$ cat config.mk
export PLATFORM = sky130hd
export DESIGN_NAME = router_rx_controller
export DESIGN_NICKNAME = d
export VERILOG_FILES = /design/src/rtl/router_pkg.sv /design/src/rtl/router_hdr_decode.sv /design/src/rtl/router_rx_controller.sv
export SDC_FILE = /design/constraint.sdc
export NUM_CORES = 1
export LEC_CHECK = 0
export CORE_ASPECT_RATIO = 0.6
export CORE_MARGIN = 3
export CORE_UTILIZATION = 41
export DETAILED_ROUTE_END_ITERATION = 12
export HOLD_SLACK_MARGIN = 0.1
export PLACE_DENSITY = 0.82
export SLEW_MARGIN = 20
export SYNTH_ARGS = -nofsm -noshare
export SYNTH_HDL_FRONTEND = slang
export SYNTH_HIERARCHICAL = 1
export SYNTH_SLANG_ARGS = --single-unit
$ cat constraint.sdc
create_clock -name clk -period 8.9 [get_ports clk]
set_input_delay 1.78 -clock clk [delete_from_list [all_inputs] [get_ports clk]]
set_output_delay 1.78 -clock clk [all_outputs]
set_load 0.05 [all_outputs]
$ cat src/rtl/router_pkg.sv
// Shared definitions for the router receive path: header field layout,
// initial TTL, packet-number width and the RX controller state encoding.
package router_pkg;

    localparam int unsigned NUMBER_PACKET_DEF = 19;
    localparam int unsigned PN_W              = $clog2(NUMBER_PACKET_DEF);

    // Header flit layout: [8:0] header_pkt = {TTL, pkt_number, src_router}
    localparam int unsigned SRC_LSB   = 0;
    localparam int unsigned SRC_W     = 2;
    localparam int unsigned PN_LSB    = 2;
    localparam int unsigned TTL_LSB   = 7;
    localparam int unsigned TTL_W     = 2;
    localparam int unsigned HDR_PKT_W = 9;
    localparam int unsigned ADDR_LSB  = 9;
    localparam int unsigned DST_LSB   = 19;

    localparam logic [TTL_W-1:0] TTL_INIT = 2'b10;

    typedef enum logic [3:0] {
        S_IDLE     = 4'd0,
        S_HDR      = 4'd1,
        S_CLASSIFY = 4'd2,
        S_ARB      = 4'd3,
        S_WR       = 4'd4,
        S_SEQ      = 4'd5,
        S_FWD      = 4'd6,
        S_DROP     = 4'd7
    } rx_state_t;

endpackage

$ cat src/rtl/router_hdr_decode.sv
// Combinational split of a header flit into its routing fields, plus a flag
// telling whether the packet is addressed to this router.
module router_hdr_decode
    import router_pkg::*;
#(
    parameter int unsigned AURORA_DATA_WIDTH      = 64,
    parameter int unsigned ADDR_WIDTH             = 10,
    parameter int unsigned RECOGNIZE_ROUTER_WIDTH = 2,
    parameter int unsigned LOCAL_ROUTER_ID        = 0
) (
    input  logic [AURORA_DATA_WIDTH-1:0]      flit,
    output logic [RECOGNIZE_ROUTER_WIDTH-1:0] dst_router,
    output logic [ADDR_WIDTH-1:0]             dst_addr,
    output logic [TTL_W-1:0]                  ttl,
    output logic [PN_W-1:0]                   pkt_number,
    output logic [SRC_W-1:0]                  src_router,
    output logic [HDR_PKT_W-1:0]              header_pkt,
    output logic                              is_local
);

    logic unused_hi;

    assign header_pkt = flit[0 +: HDR_PKT_W];
    assign src_router = flit[SRC_LSB +: SRC_W];
    assign pkt_number = flit[PN_LSB +: PN_W];
    assign ttl        = flit[TTL_LSB +: TTL_W];
    assign dst_addr   = flit[ADDR_LSB +: ADDR_WIDTH];
    assign dst_router = flit[DST_LSB +: RECOGNIZE_ROUTER_WIDTH];
    assign is_local   = (dst_router == RECOGNIZE_ROUTER_WIDTH'(LOCAL_ROUTER_ID));

    assign unused_hi = ^flit[AURORA_DATA_WIDTH-1:DST_LSB+RECOGNIZE_ROUTER_WIDTH];

endmodule

$ cat src/rtl/router_rx_controller.sv
// Receive-side packet controller: pops flits from the RX FIFO, writes local
// payloads to memory under arbiter grant, forwards or drops transit packets.
module router_rx_controller
    import router_pkg::*;
#(
    parameter int unsigned AURORA_DATA_WIDTH      = 64,
    parameter int unsigned ADDR_WIDTH             = 10,
    parameter int unsigned NUMBER_PACKET          = 19,
    parameter int unsigned RECOGNIZE_ROUTER_WIDTH = 2,
    parameter int unsigned PAYLOAD_WORDS          = 1,
    parameter int unsigned LOCAL_ROUTER_ID        = 0
) (
    input  logic                         clk,
    input  logic                         rst,
    input  logic                         empty_output_port_0,
    input  logic [AURORA_DATA_WIDTH-1:0] data_output_port_0,
    output logic                         rd_output_port_0,
    input  logic                         arbiter_write_gnt,
    output logic                         arbiter_write_req,
    output logic [ADDR_WIDTH-1:0]        arbiter_dst_addr,
    output logic                         mem_we,
    output logic [AURORA_DATA_WIDTH-1:0] mem_wdata,
    input  logic                         full_output_port_1,
    output logic                         we_output_port_1,
    output logic [AURORA_DATA_WIDTH-1:0] data_port1_after,
    output logic [HDR_PKT_W-1:0]         header_pkt_recv,
    output logic                         rx_done,
    output logic                         seq_err,
    output logic                         drop_pkt
);

    localparam int unsigned CNT_W = $clog2(PAYLOAD_WORDS + 1);

    rx_state_t                        state, state_nxt;
    logic [AURORA_DATA_WIDTH-1:0]     hdr_q;
    logic [ADDR_WIDTH-1:0]            wr_addr;
    logic [CNT_W-1:0]                 pop_cnt, done_cnt;
    logic                             pop_d;
    logic                             hdr_sent;
    logic [PN_W-1:0]                  expected_seq;
    logic                             rd_c;
    logic                             pop_ok, last_word;

    logic [RECOGNIZE_ROUTER_WIDTH-1:0] dec_dst_unused;
    logic [SRC_W-1:0]                  dec_src_unused;
    logic [ADDR_WIDTH-1:0]             dec_addr;
    logic [TTL_W-1:0]                  dec_ttl;
    logic [PN_W-1:0]                   dec_pn;
    logic                              dec_local;
    logic                              unused_dec;
    logic [AURORA_DATA_WIDTH-1:0]      fwd_hdr;

    router_hdr_decode #(
        .AURORA_DATA_WIDTH      (AURORA_DATA_WIDTH),
        .ADDR_WIDTH             (ADDR_WIDTH),
        .RECOGNIZE_ROUTER_WIDTH (RECOGNIZE_ROUTER_WIDTH),
        .LOCAL_ROUTER_ID        (LOCAL_ROUTER_ID)
    ) u_hdr_decode (
        .flit       (hdr_q),
        .dst_router (dec_dst_unused),
        .dst_addr   (dec_addr),
        .ttl        (dec_ttl),
        .pkt_number (dec_pn),
        .src_router (dec_src_unused),
        .header_pkt (header_pkt_recv),
        .is_local   (dec_local)
    );

    assign unused_dec = ^{dec_dst_unused, dec_src_unused};

    assign fwd_hdr   = {hdr_q[AURORA_DATA_WIDTH-1:TTL_LSB+TTL_W],
                        TTL_W'(dec_ttl - 2'd1), hdr_q[TTL_LSB-1:0]};
    assign pop_ok    = (pop_cnt < CNT_W'(PAYLOAD_WORDS));
    assign last_word = (done_cnt == CNT_W'(PAYLOAD_WORDS - 1));

    // IDLE pops combinationally from empty, so the pop is masked while in reset
    assign rd_output_port_0 = rd_c && !rst;
    assign arbiter_dst_addr = wr_addr;

    always_comb begin
        state_nxt         = state;
        rd_c              = 1'b0;
        arbiter_write_req = 1'b0;
        mem_we            = 1'b0;
        mem_wdata         = '0;
        we_output_port_1  = 1'b0;
        data_port1_after  = '0;
        rx_done           = 1'b0;
        seq_err           = 1'b0;
        drop_pkt          = 1'b0;
        case (state)
            S_IDLE: begin
                if (!empty_output_port_0) begin
                    rd_c      = 1'b1;
                    state_nxt = S_HDR;
                end
            end
            S_HDR:      state_nxt = S_CLASSIFY;
            S_CLASSIFY: begin
                if (dec_local)             state_nxt = S_ARB;
                else if (dec_ttl != '0)    state_nxt = S_FWD;
                else                       state_nxt = S_DROP;
            end
            S_ARB: begin
                arbiter_write_req = 1'b1;
                if (arbiter_write_gnt) state_nxt = S_WR;
            end
            S_WR: begin
                arbiter_write_req = 1'b1;
                rd_c              = !empty_output_port_0 && pop_ok;
                if (pop_d) begin
                    mem_we    = 1'b1;
                    mem_wdata = data_output_port_0;
                    if (last_word) state_nxt = S_SEQ;
                end
            end
            S_SEQ: begin
                seq_err   = (dec_pn != expected_seq);
                rx_done   = (dec_pn == PN_W'(NUMBER_PACKET - 1));
                state_nxt = S_IDLE;
            end
            S_FWD: begin
                if (!hdr_sent) begin
                    we_output_port_1 = !full_output_port_1;
                    data_port1_after = full_output_port_1 ? '0 : fwd_hdr;
                end
                // Payload pops wait for space so the next-cycle push always lands
                rd_c = hdr_sent && !empty_output_port_0 && !full_output_port_1 && pop_ok;
                if (pop_d) begin
                    we_output_port_1 = 1'b1;
                    data_port1_after = data_output_port_0;
                    if (last_word) state_nxt = S_IDLE;
                end
            end
            S_DROP: begin
                rd_c = !empty_output_port_0 && pop_ok;
                if (pop_d && last_word) begin
                    drop_pkt  = 1'b1;
                    state_nxt = S_IDLE;
                end
            end
            default: state_nxt = S_IDLE;
        endcase
    end

    always_ff @(posedge clk or posedge rst) begin
        if (rst) begin
            state        <= S_IDLE;
            hdr_q        <= '0;
            wr_addr      <= '0;
            pop_cnt      <= '0;
            done_cnt     <= '0;
            pop_d        <= 1'b0;
            hdr_sent     <= 1'b0;
            expected_seq <= '0;
        end else begin
            state <= state_nxt;
            pop_d <= rd_c && (state != S_IDLE);
            if (state == S_HDR) hdr_q <= data_output_port_0;
            if (state == S_CLASSIFY) begin
                wr_addr  <= dec_addr + ADDR_WIDTH'(dec_pn) * ADDR_WIDTH'(PAYLOAD_WORDS);
                pop_cnt  <= '0;
                done_cnt <= '0;
                hdr_sent <= 1'b0;
            end
            if (rd_c && state != S_IDLE) pop_cnt <= pop_cnt + 1'b1;
            if (pop_d) begin
                done_cnt <= done_cnt + 1'b1;
                if (state == S_WR) wr_addr <= wr_addr + 1'b1;
            end
            if (state == S_FWD && !hdr_sent && !full_output_port_1) hdr_sent <= 1'b1;
            if (state == S_SEQ) begin
                expected_seq <= (dec_pn == PN_W'(NUMBER_PACKET - 1)) ? '0 : dec_pn + 1'b1;
            end
        end
    end

endmodule

==> summary.md, run 1 <==
| Metric | Value |
|---|---|
| LEAKAGE | `3.072 nW` |
| Grt total ovfl | `0` |
| Antenna-violating nets left | `0` |
| Num rows | `32` |
| Critical Path RT | `7120 ps` |
| Worst slack, placed | `2897 ps` |
| Max FO, Critical Path | `64` |
| Number of remaining DRC errors | `0` |
| Fraction of final layout cells sized beyond drive strength 1 | `0.04161` |
| Slew HR | `0.3613` |
| Syn Std Cell Area | `0.005535 mm2` |
| Kind of critical path | `input port to primary output` |
| Vias/cell | `5.462` |
| Final worst slack | `2864 ps` |
| Worst min-delay path class | `register to register` |
| Vias in the first global route | `4,915` |
| Die width | `156.0 um` |
| Critical path endpoint category | `primary output` |
| Final hold vios | `0` |
| DP Cell Count | `923` |
| Final core occ | `0.6101` |
| Largest net degree at the start of global routing | `73` |
| Sink Count | `86` |
| Clk root buf | `clkbuf_16` |
| Worst-Margin Slew | `958.1 ps` |
| VDD IR max | `0.1963 mV` |
| Initial antenna violation count | `0` |
| Finished Cell Area | `0.007939 mm2` |
| Post-CTS sizing | `0` |
| Combinational share of power | `0.527` |
| Via Count | `5,129` |
| Full die area | `0.01498 mm2` |
| WL final | `16,260 um` |
| Post-Layout Cell Count | `939` |
| Clock slew at reported path FFs | `60 ps` |
| DP Wirelength | `11,680 um` |
| Critical path launch point type | `input port` |
| CTS tree | `done` |
| Top Ports | `223` |
| Initial DRC Count | `373` |
| Mapped Cells | `595` |
| Number of port buffers | `222` |
| Final Max Slew Viols | `0` |
| Filler Cell Count | `1,108` |
| Fin nets | `843` |
| WL/cell | `17.32 um` |
| RSZ-0062 raised after global routing | `false` |
| Max-Cap Viols | `0` |
| Core region area | `0.01301 mm2` |
| Pwr Density | `312.6 mW/mm2` |
| Fin Setup TNS | `0 ps` |
| Clk pwr share | `0.153` |
| Maximum clock path buffer count | `2` |
| Antenna fix cells | `0` |
| Placed Area | `0.007637 mm2` |
| P&R area growth vs syn | `43.42%` |
| Die Y | `96 um` |
| Initial Utilization | `0.4254` |
| Clock period minus worst slack | `6036 ps` |
| H-tree depth | `3` |
| Worst hold margin | `486.2 ps` |
| P_sw | `1.140 mW` |
| Switch share | `0.4592` |
| Placer Congestion | `0.8499` |
| GRT Total Usage | `0.2094` |
| Yosys warns | `6` |
| Power Internal | `1.342 mW` |
| Setup Buffers After CTS | `0` |
| Status | `complete, no violations` |
| Cts hold-fix bufs | `0` |
| First-pass GRT wire length | `25,410 um` |
| Tot Pwr | `2.482 mW` |
| CTS buffer count | `9` |
| Sequential power share | `0.320` |
| Final Skew | `6.574 ps` |
| Average cell area after synthesis | `9.303 um2` |
| Syn Nets | `674` |
| Final setup fails | `0` |
| Crit path DAT | `4260 ps` |
| Tcrit/Tclk final | `0.6782` |
| F_max | `165.7 MHz` |
| Clk_lat worst skew | `330 ps` |
| TritonRoute pass-1 iters | `5` |
-- power by group through the flow --
stage / Combinational, mW / Clock (mW) / Sequential, mW
finish: 1.31 / 0.380 / 0.795
global route: 1.42 / 0.405 / 0.829
CTS: 1.31 / 0.391 / 0.794
detailed placement: 1.31 / 0 / 0.798
global placement: 1.27 / 0 / 0.783
floorplan: 1.02 / 0 / 0.775
-- final timing paths --
kind                                             to          startpoint  slack [ps]  cells past startpoint
worst max-delay path            data_port1_after[8]  full_output_port_1        2860                      6
worst min-delay path                      hdr_q[25]           hdr_q[25]         490                      1
worst max register to register  arbiter_dst_addr[7]            state[2]        5810                      5
worst min register to register            hdr_q[25]           hdr_q[25]         490                      1
max in group asynchronous                     pop_d                 rst        5900                      3
min in group asynchronous                 hdr_q[20]                 rst        1800                      2
-- routing by layer --
metal	vias to the layer above	part of all wire	global-route usage
met5	-	0	0
met4	0	0.0089	0.04262
li1	2407	-	-
met3	16	0.095	0.06289
met2	233	0.46	0.3385
met1	2473	0.44	0.2811
-- flip-flops by register name (all words and copies together) (netlist names) --
| register | count |
|---|---|
| hdr_q | 64 |
| expected_seq | 5 |
| arbiter_dst_addr | 10 |
| pop_d | 1 |
| state | 3 |
| pop_cnt | 1 |
| hdr_sent | 1 |
| done_cnt | 1 |
-- final cells by class --
| type | count | area [um2] | share of cell area |
|---|---|---|---|
| Sequential cell | 86 | 2153 | 0.2712 |
| Clock buffer | 11 | 242.7 | 0.03058 |
| Multi-Input combinational cell | 429 | 2965 | 0.3735 |
| Timing Repair Buffer | 228 | 2267 | 0.2856 |
| Tap cell | 170 | 212.7 | 0.02679 |
| Inverter | 10 | 38.79 | 0.004886 |
| Clock inverter | 5 | 58.81 | 0.007407 |
-- layout by cell type (no fill, tap or decap), types with 3 or more instances in the layout --
cell,count
clkbuf_16,9
a22oi_1,63
mux2_1,64
o31ai_1,3
a211oi_1,5
and4_1,3
nand2b_1,8
nor2_1,88
nand3_1,8
and2_1,65
nand4_1,4
xor2_1,4
buf_4,6
nor2b_1,3
xnor2_1,6
o21ai_1,4
nor4_1,3
nor3_1,4
and3_1,4
o21ai_0,14
dfrtp_1,85
inv_1,8
a21o_1,3
clkdlybuf4s50_1,222
a21oi_1,11
a31oi_1,5
mux2i_1,3
ha_1,9
nand2_1,19
-- worst max-delay path: stages --
cell and delay (ps):
clkdlybuf4s50_1 490, nor3_4 140, buf_4 580, nand2b_1 110, a21oi_1 270, clkdlybuf4s50_1 860
(Power assumes the default switching activity.)
==> run 2, diff against run 1 <==
- CORE_UTILIZATION: 41 -> 40
- PLACE_DENSITY: 0.82 -> 0.84
- clock period: 8.9 -> 5 ns (I/O delays scaled with it)
==> summary.md, run 2 (synthesis gave the netlist of run 1 again) <==
| Metric | Value |
|---|---|
| Critical path endpoint category | `primary output` |
| Die Y | `97.12 um` |
| Max-Cap Viols | `0` |
| Final setup fails | `0` |
| Peak per-stage delay on the critical path | `890 ps` |
| Slowest cell on crit path | `clkdlybuf4s50_1` |
| Worst-Margin Slew | `771.4 ps` |
| CTS tree | `done` |
| Fin Setup TNS | `0 ps` |
| Number of remaining DRC errors | `0` |
| Final hold vios | `0` |
| Initial DRC Count | `317` |
| Clk pwr share | `0.154` |
| P&R area growth vs syn | `44.12%` |
| Die width | `157.9 um` |
| Crit-path cells | `clkdlybuf4s50_1 > nand2b_1 > a21oi_1 > a21oi_1 > a2111oi_0 > clkdlybuf4s50_1` |
| Fraction of final layout cells sized beyond drive strength 1 | `0.04663` |
| Vias in the first global route | `5,238` |
| F_max | `242.1 MHz` |
| Slew HR | `0.4852` |
| DP Cell Count | `926` |
| Final core occ | `0.6056` |
| Core region area | `0.01317 mm2` |
| Grt total ovfl | `0` |
| Power Internal | `2.389 mW` |
| First-pass GRT wire length | `26,640 um` |
| Clk root buf | `clkbuf_16` |
| CP delay by family, top | `buffers and inverters` |
| RSZ-0062 raised after global routing | `false` |
| Maximum clock path buffer count | `2` |
| VDD IR max | `0.3579 mV` |
| Critical Path Stages | `6` |
| WL/cell | `17.34 um` |
| Worst hold margin | `487.6 ps` |
| Vias/cell | `5.424` |
| WL final | `16,330 um` |
| Antenna fix cells | `0` |
| CP Buf/Inv Count | `2` |
| H-tree depth | `3` |
| GRT Total Usage | `0.2117` |
| Pwr Density | `554.7 mW/mm2` |
| Initial antenna violation count | `0` |
| Biggest register | `hdr_q` |
| TritonRoute pass-1 iters | `5` |
| FF-to-FF End | `hdr_q[42]` |
| Cell depth of the worst hold path | `1` |
| Crit path DAT | `3130 ps` |
| CP startpoint | `full_output_port_1` |
| LEAKAGE | `3.092 nW` |
| Post-Layout Cell Count | `942` |
| P_sw | `2.036 mW` |
| Sequential power share | `0.324` |
| Cts hold-fix bufs | `0` |
| Clock period minus worst slack | `4130 ps` |
| Post-CTS sizing | `0` |
| Critical Path End | `rd_output_port_0` |
| Placer Congestion | `0.8609` |
| Commonest non-fill, non-tap cell in the layout | `clkdlybuf4s50_1` |
| Clk_lat worst skew | `340 ps` |
| Critical path launch point type | `input port` |
| Combinational share of power | `0.522` |
| Tot Pwr | `4.425 mW` |
| Switch share | `0.4601` |
| Initial Utilization | `0.4202` |
| Worst min-delay path class | `register to register` |
| Antenna-violating nets left | `0` |
| Number of port buffers | `222` |
| Fin nets | `846` |
| Reg2Reg Depth | `4` |
| Sink Count | `86` |
| Reg2Reg Setup Slack | `2480 ps` |
| Tcrit/Tclk final | `0.8260` |
| Via Count | `5,109` |
| Filler Cell Count | `1,079` |
| CTS buffer count | `9` |
| Max FO, Critical Path | `4` |
| Reg2reg start | `state[0]` |
| Setup Buffers After CTS | `0` |
| Critical Path RT | `4000 ps` |
| Full die area | `0.01533 mm2` |
| Clock slew at reported path FFs | `60 ps` |
| Max reg flops | `64` |
| Final Max Slew Viols | `0` |
| Kind of critical path | `input port to primary output` |
| DP Wirelength | `12,220 um` |
| Most frequent cells in the layout | `222 x clkdlybuf4s50_1, 88 x nor2_1, 85 x dfrtp_1, 65 x and2_1, 64 x mux2_1` |
| Largest net degree at the start of global routing | `65` |
| Status | `complete, no violations` |
| Num rows | `32` |
| Final Skew | `5.967 ps` |
| Top Ports | `223` |
## run 2: cell types whose count changed in the layout (fill, tap and decap cells not counted)
cell and change:
clkinv_2 -1, clkbuf_1 -1, buf_4 +2, clkbuf_8 -1, buf_12 +1, inv_6 +3
## run 2: metrics by stage
stage,worst slack (ps),area [um2]
after global routing,631.5,7978
after CTS,834.9,7978
after floorplan,270.8,5535
final,870.1,7978
after global placement,864.2,7672
after detailed placement,874.7,7672
## run 2: cell type report
type	instances	area, um2	area share
tap	170	212.7	0.02666
inverter	10	38.79	0.004862
clock inverter	7	80.08	0.01004
sequential	86	2153	0.2699
clock buffer	9	225.2	0.02823
multi-input combinational	429	2965	0.3717
timing repair buffer	231	2302	0.2886
## run 2: how the worst min path moves through the flow
stage / start / to
5_1_grt: hdr_q[55] / hdr_q[55]
3_5_place_dp: hdr_q[29] / hdr_q[29]
2_1_floorplan: hdr_q[33] / hdr_q[33]
6_report: hdr_q[55] / hdr_q[55]
3_3_place_gp: hdr_q[54] / hdr_q[54]
4_1_cts: hdr_q[55] / hdr_q[55]
## run 2: power groups by stage
stage,combinational (mW),sequential [mW],clock [mW]
2_1_floorplan,1.81,1.38,0
3_3_place_gp,2.25,1.40,0
3_5_place_dp,2.31,1.44,0
4_1_cts,2.33,1.43,0.703
5_1_grt,2.50,1.49,0.736
6_report,2.31,1.43,0.683
## run 2: worst reg2reg max path, delay by kind of cell (launching register included)
family | cells | cell delay, ps
buf+inv | 1 | 570
simple gates | 2 | 880
flops | 1 | 560
mux | 1 | 390
## run 2: per-layer routing
layer,track usage,share of wire,vias to the layer above,wire length (um)
met4,0.05333,0.013,0,210
met1,0.2860,0.45,2468,7288
li1,-,-,2433,-
met5,0,0,-,0
met2,0.3398,0.46,192,7549
met3,0.05429,0.078,16,1281
==> run 3, diff against run 2 <==
- clock period: 5 -> 3.6 ns (I/O delays scaled with it)
==> summary.md, run 3 (synthesis gave the netlist of run 1 again) <==
| Metric | Value |
|---|---|
| P_sw | `2.945 mW` |
| Status | `complete, no violations` |
| F_max | `299.2 MHz` |
| Clk pwr share | `0.147` |
| Fin nets | `849` |
| Die Y | `97.12 um` |
| Top Ports | `223` |
| Max FO, Critical Path | `13` |
| Switch share | `0.4568` |
| Number of port buffers | `222` |
| Combinational share of power | `0.553` |
| Filler Cell Count | `940` |
| Clk_lat worst skew | `330 ps` |
| Clock slew at reported path FFs | `70 ps` |
| Crit path DAT | `2620 ps` |
| RSZ-0062 raised after global routing | `false` |
| Finished Cell Area | `0.009309 mm2` |
| Max-Cap Viols | `0` |
| Final Max Slew Viols | `0` |
| Max reg flops | `64` |
| Post-CTS sizing | `0` |
| Hold Path Origin | `hdr_q[56]` |
| Peak per-stage delay on the critical path | `850 ps` |
| CTS buffer count | `9` |
| LEAKAGE | `3.727 nW` |
| Kind of critical path | `register to primary output` |
| CTS tree | `done` |
| Final Skew | `5.007 ps` |
| Initial antenna violation count | `0` |
| Initial DRC Count | `421` |
| Post-Layout Cell Count | `945` |
| Sink Count | `86` |
| Setup Buffers After CTS | `0` |
| Critical Path RT | `2880 ps` |
| Full die area | `0.01533 mm2` |
| Critical path launch point type | `register` |
| Initial Utilization | `0.4202` |
| GRT Total Usage | `0.2317` |
| Sequential power share | `0.300` |
| Final setup fails | `0` |
| CP delay by family, top | `buffers and inverters` |
| P&R area growth vs syn | `68.17%` |
| CP startpoint | `state[0]` |
| DP Wirelength | `13,670 um` |
| Commonest non-fill, non-tap cell in the layout | `buf_12` |
| Antenna-violating nets left | `0` |
| Fraction of final layout cells sized beyond drive strength 1 | `0.2181` |
| Core region area | `0.01317 mm2` |
| Vias in the first global route | `5,461` |
| Worst-Margin Slew | `922.0 ps` |
| Cts hold-fix bufs | `0` |
| Slew HR | `0.3853` |
| Die width | `157.9 um` |
| Pwr Density | `692.5 mW/mm2` |
| Antenna fix cells | `0` |
| First-pass GRT wire length | `28,770 um` |
| Number of remaining DRC errors | `0` |
| Worst min-delay path class | `register to register` |
| Tot Pwr | `6.447 mW` |
| H-tree depth | `3` |
| VDD IR max | `0.4245 mV` |
| Largest net degree at the start of global routing | `65` |
| Fin Setup TNS | `0 ps` |
| TritonRoute pass-1 iters | `5` |
| Placer Congestion | `0.9467` |
| Vias/cell | `5.640` |
| Critical path endpoint category | `primary output` |
| Num rows | `32` |
| Biggest register | `hdr_q` |
| Crit-path cells | `nand2_1 > or2_0 > a31oi_1 > clkdlybuf4s50_1` |
| DP Cell Count | `929` |
| Power Internal | `3.502 mW` |
| Clk root buf | `clkbuf_16` |
| Tcrit/Tclk final | `0.9285` |
| Via Count | `5,330` |
| Most frequent cells in the layout | `132 x buf_12, 92 x clkdlybuf4s50_1, 88 x nor2_1, 85 x dfrtp_1, 65 x and2_1` |
| Placed Area | `0.009011 mm2` |
| Reg2reg start | `state[1]` |
| Clock period minus worst slack | `3342 ps` |
| WL final | `18,220 um` |
| CP Buf/Inv Count | `1` |
| Final hold vios | `0` |
| Slowest cell on crit path | `clkdlybuf4s50_1` |
| WL/cell | `19.28 um` |
| Maximum clock path buffer count | `2` |
| Grt total ovfl | `0` |
==> run 3: path summary, 6_finish.rpt <==
| path | end | cells past startpoint | slack, ps |
|---|---|---|---|
| setup reg to reg | arbiter_dst_addr[6] | 7 | 1180 |
| hold / removal | hdr_q[56] | 1 | 490 |
| hold reg to reg | hdr_q[56] | 1 | 490 |
| max in group asynchronous | expected_seq[1] | 3 | 2050 |
| setup / recovery | seq_err | 4 | 260 |
| min in group asynchronous | hdr_q[19] | 2 | 860 |
==> run 3: stage by stage <==
| step | hold slack (ps) | setup WS [ps] | util |
|---|---|---|---|
| after floorplan | 458.8 | 104.9 | - |
| after global placement | 467.8 | 484.6 | 0.6841 |
| after detailed placement | 476.2 | 459.0 | 0.6841 |
| after CTS | 491.4 | 247.5 | 0.7067 |
| after global routing | 503.8 | 70.82 | 0.7067 |
| final | 488.7 | 257.6 | 0.7067 |
==> run 3: routing by layer <==
layer  part of all wire  track usage  wire length [um]
met1               0.42       0.3034              7669
met2               0.47       0.3650              8513
met3              0.089      0.07699              1624
met4              0.022      0.06867               408
met5                  0            0                 0
==> run 3: cell type report <==
cell class	count	area, um2	area share
timing repair buffer	234	3638	0.3909
multi-input combinational	429	2968	0.3188
sequential	86	2153	0.2313
clock buffer	9	225.2	0.02419
tap	170	212.7	0.02285
clock inverter	7	72.57	0.007796
inverter	10	38.79	0.004167
==> run 3: power by group through the flow <==
stage / sequential [mW] / clock, mW / combinational [mW]
5_1_grt: 2.01 / 1.00 / 3.83
2_1_floorplan: 1.92 / 0 / 2.52
6_report: 1.93 / 0.944 / 3.57
3_3_place_gp: 1.88 / 0 / 3.44
4_1_cts: 1.92 / 0.962 / 3.58
3_5_place_dp: 1.93 / 0 / 3.56
==> run 3: worst reg2reg max path: stages, from the launching register on <==
cell and delay (ps):
dfrtp_1 540, nand4bb_1 260, buf_4 210, inv_2 340, buf_12 280, nand4_1 160
mux2i_1 160, a311o_1 340
